===== src/rtl/hb_pkg.sv =====
// Shared constants and helpers for the heartbeat 7-segment animation engine.
// Segment codes are logical active-high, packed {a,b,c,d,e,f,g} in bits [6:0].
package hb_pkg;

  localparam logic [6:0] SEG_BLANK = 7'b0000000;
  localparam logic [6:0] SEG_LEFT  = 7'b0000110;  // e,f
  localparam logic [6:0] SEG_RIGHT = 7'b0110000;  // b,c

  typedef enum logic {
    DIR_UP,
    DIR_DOWN
  } dir_t;

  // Counter width for a given modulus, never below one bit.
  function automatic int cnt_width(input int modulus);
    return (modulus <= 1) ? 1 : $clog2(modulus);
  endfunction

  // Map a logical on-set to the physical pin level.
  function automatic logic [6:0] apply_polarity(input logic [6:0] s, input logic active_low);
    return active_low ? ~s : s;
  endfunction

endpackage


===== src/rtl/hb_pattern_gen.sv =====
// Combinational heartbeat pattern: logical segments for one (frame, digit) pair.
// Frame 0 shows the inner pair as LEFT/RIGHT; later frames push the bars outward, swapped.
module hb_pattern_gen
  import hb_pkg::*;
#(
  parameter int NUM_DIGITS = 4
) (
  input  logic [cnt_width(NUM_DIGITS/2+1)-1:0] frame,
  input  logic [cnt_width(NUM_DIGITS)-1:0]     digit,
  output logic [6:0]                           seg
);

  localparam int H = NUM_DIGITS / 2;

  always_comb begin
    int f;
    int d;
    f   = int'(frame);
    d   = int'(digit);
    seg = SEG_BLANK;
    if (f == 0) begin
      if (d == H - 1)  seg = SEG_LEFT;
      else if (d == H) seg = SEG_RIGHT;
    end else begin
      if (d == H - f)          seg = SEG_RIGHT;
      else if (d == H - 1 + f) seg = SEG_LEFT;
    end
  end

endmodule


===== src/rtl/heartbeat_display.sv =====
// Heartbeat animation engine for a multiplexed 7-segment bank: step prescaler,
// frame FSM (wrap or ping-pong), digit scanner and registered segment/enable outputs.
module heartbeat_display
  import hb_pkg::*;
#(
  parameter int NUM_DIGITS = 4,
  parameter int TICK_DIV   = 25_000_000,
  parameter int SCAN_DIV   = 50_000,
  parameter int ACTIVE_LOW = 1
) (
  input  logic                                 clk,
  input  logic                                 rst_n,
  input  logic                                 en,
  input  logic                                 mode,
  output logic [6:0]                           seg,
  output logic [NUM_DIGITS-1:0]                an,
  output logic [cnt_width(NUM_DIGITS/2+1)-1:0] frame,
  output logic                                 step
);

  localparam int   F   = NUM_DIGITS / 2 + 1;
  localparam int   FW  = cnt_width(F);
  localparam int   PW  = cnt_width(TICK_DIV);
  localparam int   SW  = cnt_width(SCAN_DIV);
  localparam int   DW  = cnt_width(NUM_DIGITS);
  localparam logic POL = (ACTIVE_LOW != 0);

  logic [PW-1:0] psc;
  logic          tick;
  logic [SW-1:0] scnt;
  logic          scan_wrap;
  logic [DW-1:0] digit;
  logic [FW-1:0] frame_next;
  dir_t          dir, dir_next;
  logic [6:0]    pat;

  // Step prescaler freezes with en, so a paused step resumes exactly where it stopped.
  assign tick = en && (psc == PW'(TICK_DIV - 1));

  // NOTE: sequential state uses non-blocking assignments so every register samples pre-edge values.
  always_ff @(posedge clk or negedge rst_n) begin
    if (!rst_n)  psc <= '0;
    else if (en) psc <= tick ? '0 : psc + 1'b1;
  end

  assign scan_wrap = (scnt == SW'(SCAN_DIV - 1));

  always_ff @(posedge clk or negedge rst_n) begin
    if (!rst_n) begin
      scnt  <= '0;
      digit <= '0;
    end else begin
      scnt <= scan_wrap ? '0 : scnt + 1'b1;
      if (scan_wrap) digit <= (digit == DW'(NUM_DIGITS - 1)) ? '0 : digit + 1'b1;
    end
  end

  // Wrap mode keeps the direction parked at up, so entering ping-pong always climbs first.
  // NOTE: defaults first so no path through the block leaves a variable unassigned (no latch).
  always_comb begin
    frame_next = frame;
    dir_next   = dir;
    if (!mode) dir_next = DIR_UP;
    if (tick) begin
      if (!mode) begin
        frame_next = (frame == FW'(F - 1)) ? '0 : frame + 1'b1;
      end else if (dir == DIR_UP) begin
        if (frame == FW'(F - 1)) begin
          frame_next = frame - 1'b1;
          dir_next   = DIR_DOWN;
        end else begin
          frame_next = frame + 1'b1;
        end
      end else begin
        if (frame == '0) begin
          frame_next = frame + 1'b1;
          dir_next   = DIR_UP;
        end else begin
          frame_next = frame - 1'b1;
        end
      end
    end
  end

  always_ff @(posedge clk or negedge rst_n) begin
    if (!rst_n) begin
      frame <= '0;
      dir   <= DIR_UP;
    end else begin
      frame <= frame_next;
      dir   <= dir_next;
    end
  end

  hb_pattern_gen #(.NUM_DIGITS(NUM_DIGITS)) u_pattern (
    .frame (frame),
    .digit (digit),
    .seg   (pat)
  );

  // NOTE: output pins get an explicit reset so the display is dark, not random, while held in reset.
  always_ff @(posedge clk or negedge rst_n) begin
    if (!rst_n) begin
      seg  <= apply_polarity(SEG_BLANK, POL);
      an   <= {NUM_DIGITS{POL}};
      step <= 1'b0;
    end else begin
      seg  <= apply_polarity(pat, POL);
      an   <= (NUM_DIGITS'(1) << digit) ^ {NUM_DIGITS{POL}};
      step <= tick;
    end
  end

endmodule


===== config.mk =====
export PLATFORM = sky130hd
export DESIGN_NAME = heartbeat_display
export DESIGN_NICKNAME = d
export VERILOG_FILES = /design/src/rtl/hb_pkg.sv /design/src/rtl/hb_pattern_gen.sv /design/src/rtl/heartbeat_display.sv
export SDC_FILE = /design/constraint.sdc
export NUM_CORES = 1
export LEC_CHECK = 0
export ABC_AREA = 1
export BUFFER_PORTS_ARGS = -buffer_cell sky130_fd_sc_hd__buf_2
export CORE_MARGIN = 2
export CORE_UTILIZATION = 40
export DETAILED_ROUTE_END_ITERATION = 12
export GPL_TIMING_DRIVEN = 0
export PLACE_DENSITY = 0.67
export SLEW_MARGIN = 20
export SYNTH_ARGS = -nofsm -noshare
export SYNTH_HDL_FRONTEND = slang
export SYNTH_SLANG_ARGS = --single-unit

===== constraint.sdc =====
create_clock -name clk -period 1.4 [get_ports clk]
set_input_delay 0.21 -clock clk [delete_from_list [all_inputs] [get_ports clk]]
set_output_delay 0.21 -clock clk [all_outputs]
set_load 0.1 [all_outputs]

# --- After elaboration in Yosys (flattened, before gate mapping) ---
# Cells that the tools add are included.
classes:
  n_shift: 1
  bitwise: 2
  n_addsub: 7
  n_reduce_logical: 3
  n_eq_ne: 8
  mux: 19
ops:
  columns: ["cell", "n"]
  rows:
  - ["== test 3 x 32 -> 1 bit", 2]
  - ["adder 25 x 1 -> 25 bit (second input constant)", 1]
  - ["== test 25 bit (second input constant)", 1]
  - ["two-way mux 25 bit", 1]
  - ["two-way mux 7 bit", 3]
  - ["adder 16 x 1 -> 16 bit (second input constant)", 1]
  - ["== test 16 bit (second input constant)", 1]
  - ["two-way mux 16 bit", 1]
  - ["two-way mux 2 bit", 6]
  - ["== test 2 bit (second input constant)", 4]
  - ["inverter 7 bit", 1]
  - ["two-way mux 1 bit", 6]
  - ["two-way mux 6 bit", 1]
  - ["adder 2 x 1 -> 2 bit (second input constant)", 2]
  - ["zero test 2 bit", 2]
  - ["inverter 4 bit", 1]
  - ["<< shifter 1 x 2 -> 4 bit (first input constant)", 1]
  - ["adder 1 x 2 -> 3 bit (first input constant)", 1]
  - ["two-way mux 3 bit", 1]
  - ["subtractor 2 x 2 -> 3 bit (first input constant)", 1]
  - ["subtractor 2 x 1 -> 2 bit (second input constant)", 1]
  - ["logical AND 1 bit", 1]
word_totals:
  out_inout_bits: 14
  wordCells: 48
  ff_bits: 58

# --- Depth between registers and ports, before layout ---
depth:
  word_depth: 6
  ltp_mapped: 9

# --- Cells and area by module ---
# From an unflattened synthesis, not the netlist that was laid out.
unflattened:
  hier_cells: 438
  hier_area_um2: 3299.4
by_module_without_submodules:
  columns: ["module", "area_each_um2", "cells_per_inst", "seq_area_each_um2", "n_inst"]
  rows:
  - ["heartbeat_display", 3138.0, 406, 1465.2, 1]
  - ["hb_pattern_gen", 161.4, 32, 0.0, 1]

# --- Worst setup path before layout ---
# No wires, ideal clock.
synth_path:
  path_type: "register to register"
  startpoint: "register frame[0]"
  endpoint: "register frame[0]"
  required_time_ns: 1.287
  n_path_buf: 0
  setup_ns: 0.113
  setup_slack_ns: -0.661
  synth_period_minus_slack_ns: 2.061
  stages_incl_launch_ff: 7
  t_arrival_ns: 1.948
  cell_sequence: "dfrtp_1 inv_1 ha_1 mux2_2 nand3b_1 nand2_1 inv_1"
synth_via:
  elab_chain_len: 4
synth_rtl:
  columns: ["item", "line", "text"]
  rows:
  - ["start: declaration", "heartbeat_display.sv:17", "output logic [cnt_width(NUM_DIGITS/2+1)-1:0] frame,"]
  - ["start signal: assignment", "heartbeat_display.sv:90", "frame <= frame_next;"]
  - ["adder 2 x 1 -> 2 bit (tied with other cells)", "heartbeat_display.sv:66, heartbeat_display.sv:72, heartbeat_display.sv:76", null]
  - ["two-way mux 2 bit, on equally long branches", "heartbeat_display.sv:68, heartbeat_display.sv:75", null]
  - ["two-way mux 2 bit", "heartbeat_display.sv:67", "end else if (dir == DIR_UP) begin"]
  - ["two-way mux 2 bit *", "heartbeat_display.sv:65", "if (!mode) begin"]
# Every way passes the cells marked *; elsewhere a longest branch is shown, timed or not.
# A chain may end at the register's enable or synchronous reset.

# --- Worst setup path in the final report ---
layout_path:
  startpoint: "register psc[1]"
  endpoint: "register psc[19]"
layout_via:
  elab_chain_len: 3
layout_rtl:
  columns: ["item", "line", "text"]
  rows:
  - ["start: declaration", "heartbeat_display.sv:28", "logic [PW-1:0] psc;"]
  - ["start signal: assignment", "heartbeat_display.sv:43", "else if (en) psc <= tick ? '0 : psc + 1'b1;"]
  - ["branches (longest 2 deep; another with adder 25 x 1 -> 25 bit)", null, null]
  - ["two-way mux 25 bit *", "heartbeat_display.sv:43", null]
# Every way passes the cells marked *.

==> impl_metrics.ini <==
[global_route]
antenna_found_initial = 0
grt_pass1_wl_um = 11800
grt_max_degree = 54
grt_pass1_vias = 2597
grt-ovfl-total = 0
grtUsageTotal = 0.170

[route]
drt-wirelength-per-cell_um = 12.7
drt_wl_total_um = 7150
dr.pass1.iters = 5
via_count = 2774
ant_nets = 0
drc = 0
drt_iter0_drc = 132
vias_per_cell = 4.92

[yosys]
synth_edf_count = 0
ys_top_cells_by_area = dfrtp_1 37%, nand2_1 10%, nor2_1 7.5%, inv_1 7.1%, nand3_1 5.0%
synth_seq_cells = 53
synth_top_area_frac = 0.368
async_reset_ff_frac = 1.00
synth_warnings = 0
avgSynthCellArea_um2 = 7.73
synth-main-ff-cell = dfrtp_1
synthCells = 413
yosysUniqueCellTypes = 33
ys_seq_area_frac = 0.418
netlist_area_mm2 = 0.00319
synth_area_leader_cell = dfrtp_1

[setup_path]
path_max_fanout = 5
path_delay_family = simple AND/OR/NAND/NOR gates
cp_common_cell = nand2_4
critical_path.max_stage_delay_ns = 0.41
cp_slowest_cell = dfrtp_1
endpoint_kind = register
cp_num_buf_inv = 1
path_cells = ha_4 > nand2_4 > nor2_4 > nand2_4 > nor2_2 > nand2_2 > buf_6 > nand2_1 > nor2_1
critPathKind = reg2reg
cp.arrival_ns = 1.72
startpoint_type = register
required_ns = 1.60

[layout]
nets = 477
antenna_cells = 0
final_util = 0.522
area_growth_pct = 26.2
fill_cells = 715
drive_gt1_frac = 0.301

[sta]
timing.slew.headroom = 0.548
rsz0062_at_grt = true
fin_crit_sh = 1.08
skew_ns = 0.0109
slew_violations = 0
worst_slew_pin_slew_ns = 0.677
setup_viol = 25
setup_slack_ns = -0.113
fmax_mhz = 661
hold_slack_ns = 0.236
min_period_ns = 1.51
hold_violations = 0

[floorplan]
die_height_um = 93.4
die_w_um = 93.4
io_pins = 18
coreArea_mm2 = 0.00773
initial_core_util = 0.413
die-area_mm2 = 0.00872
rows = 32

[run_status]
status = finished, violations left
violations = negative setup slack

[clock_network]
cts_sinks = 53
root_buffer = clkbuf_8
cts_inserted_buffers = 5
htree_num_levels = 2
worstSkewPairLatency_ns = 0.31
cts_tree = yes
path_clk_slew_ns = 0.10
clockBufferDepth = 2

[placement]
dp_hpwl_um = 4630
place_congestion = 0.821
io_buffers = 14

[power_and_ir_drop]
power.density_mw_per_mm2 = 834
p_leak_nw = 2.00
ir_drop_uv = 515

[min_path]
hp-class = in2reg

[run]
maxCapViolCount = 0
-- worst paths after layout --
| check | start | end | slack (ns) | cells after the start |
|---|---|---|---|---|
| max reg2reg | psc[1] | psc[19] | -0.11 | 9 |
| min | mode | dir | 0.24 | 5 |
| max | psc[1] | psc[19] | -0.11 | 9 |
| max in group asynchronous | rst_n | frame[1] | 0.42 | 2 |
| min reg2reg | scnt[0] | scnt[0] | 0.55 | 2 |
| min in group asynchronous | rst_n | psc[8] | 0.47 | 2 |
-- sequential cells by signal (all words and copies together), names as in the netlist --
register	flops
psc	25
an	4
scnt	16
seg	2
digit	2
frame	2
step	1
dir	1
-- cell usage after synthesis (2+ instances only) --
master   count
ha_1        12
nand3_1     32
nand3_2      4
inv_2        3
dfstp_2      6
nor3_1      11
nor2_2       8
nor2_4       6
a31oi_1      2
a21oi_1      6
nand2_1     86
buf_4        6
xor2_1      12
nand2_2      8
dfrtp_1     47
nor3_4       3
or2_2        2
inv_1       60
nor2_1      64
o21ai_0      9
nand4_1     14
-- worst register-to-register path: cells and delay by family, from the launching register on --
family | cells | cell delay [ns]
adders and majority gates | 1 | 0.17
buffers and inverters | 1 | 0.17
DFF | 1 | 0.41
and+or+nand+nor | 7 | 0.65
-- cells by family (layout without fill, tap and decap cells) --
group | count (synthesis) | after routing | share of synthesized area
mux | 2 | 2 | 0.00666
xor+xnor | 13 | 13 | 0.0356
other cells | 1 | 3 | 0.00117
fa+ha+maj | 12 | 12 | 0.0470
flops | 53 | 53 | 0.418
buf+inv | 70 | 116 | 0.0897
compound gates | 19 | 19 | 0.0325
simple gates | 243 | 244 | 0.370
-- final cells by class --
type | instances | area, µm² | area share
flip-flops and latches | 53 | 1350 | 0.335
well taps | 102 | 128 | 0.0317
clock buffers | 7 | 76.3 | 0.0189
multi-input cells | 293 | 1800 | 0.446
plain buffers | 7 | 61.3 | 0.0152
inverters | 63 | 241 | 0.0599
clock inverters | 1 | 8.76 | 0.00217
repair buffers | 38 | 364 | 0.0903
-- power breakdown --
part	switching, mW	internal [mW]	leakage [nW]
combinational	0.448	0.242	1.31
clock	0.532	0.359	0.0424
sequential	0.152	1.63	0.645
total	1.13	2.23	2.00
-- cells in the final DEF, fill, tap and decap left out, types with 6 or more instances in the layout --
master,instances
nand2_1,75
nor2_1,56
inv_1,54
dfrtp_1,43
nand3_1,26
buf_4,25
nand2_2,16
nand4_1,14
nor2_4,13
xor2_1,11
nor2_2,10
buf_6,10
ha_1,9
nand3_2,8
inv_2,7
nor3_1,6
a21oi_1,6
-- per-stage QoR --
| step | setup slack (ns) | setup TNS [ns] | std cells | instance area, µm² | power, mW |
|---|---|---|---|---|---|
| global route | -0.193 | -4.58 | 564 | 4030 | 3.55 |
| detailed placement | -0.236 | -5.58 | 531 | 3430 | 2.28 |
| global placement | -0.202 | -5.03 | 531 | 3430 | 2.26 |
| CTS | -0.0813 | -1.31 | 556 | 3830 | 3.31 |
| finish | -0.113 | -1.98 | 564 | 4030 | 3.36 |
| floorplan | -0.0487 | -0.101 | 415 | 3230 | 2.14 |
-- routing by layer --
metal | vias to the layer above | wire length (µm) | track usage
li1 | 1385 | - | -
met1 | 1331 | 3200 | 0.220
met2 | 53 | 3630 | 0.282
met3 | 5 | 259 | 0.0330
met4 | 0 | 68 | 0.0650
met5 | - | 0 | 0
-- timing repair --
item	in CTS	in global routing
setup buffers	14	8
cloned	2	0
pin swaps	14	10
gates resized for setup	48	41
hold buffers	1	0
endpoints found under the hold margin	47	0
setup endpoints to repair	45	46
Note: power is estimated with default switching activity, not from simulation.
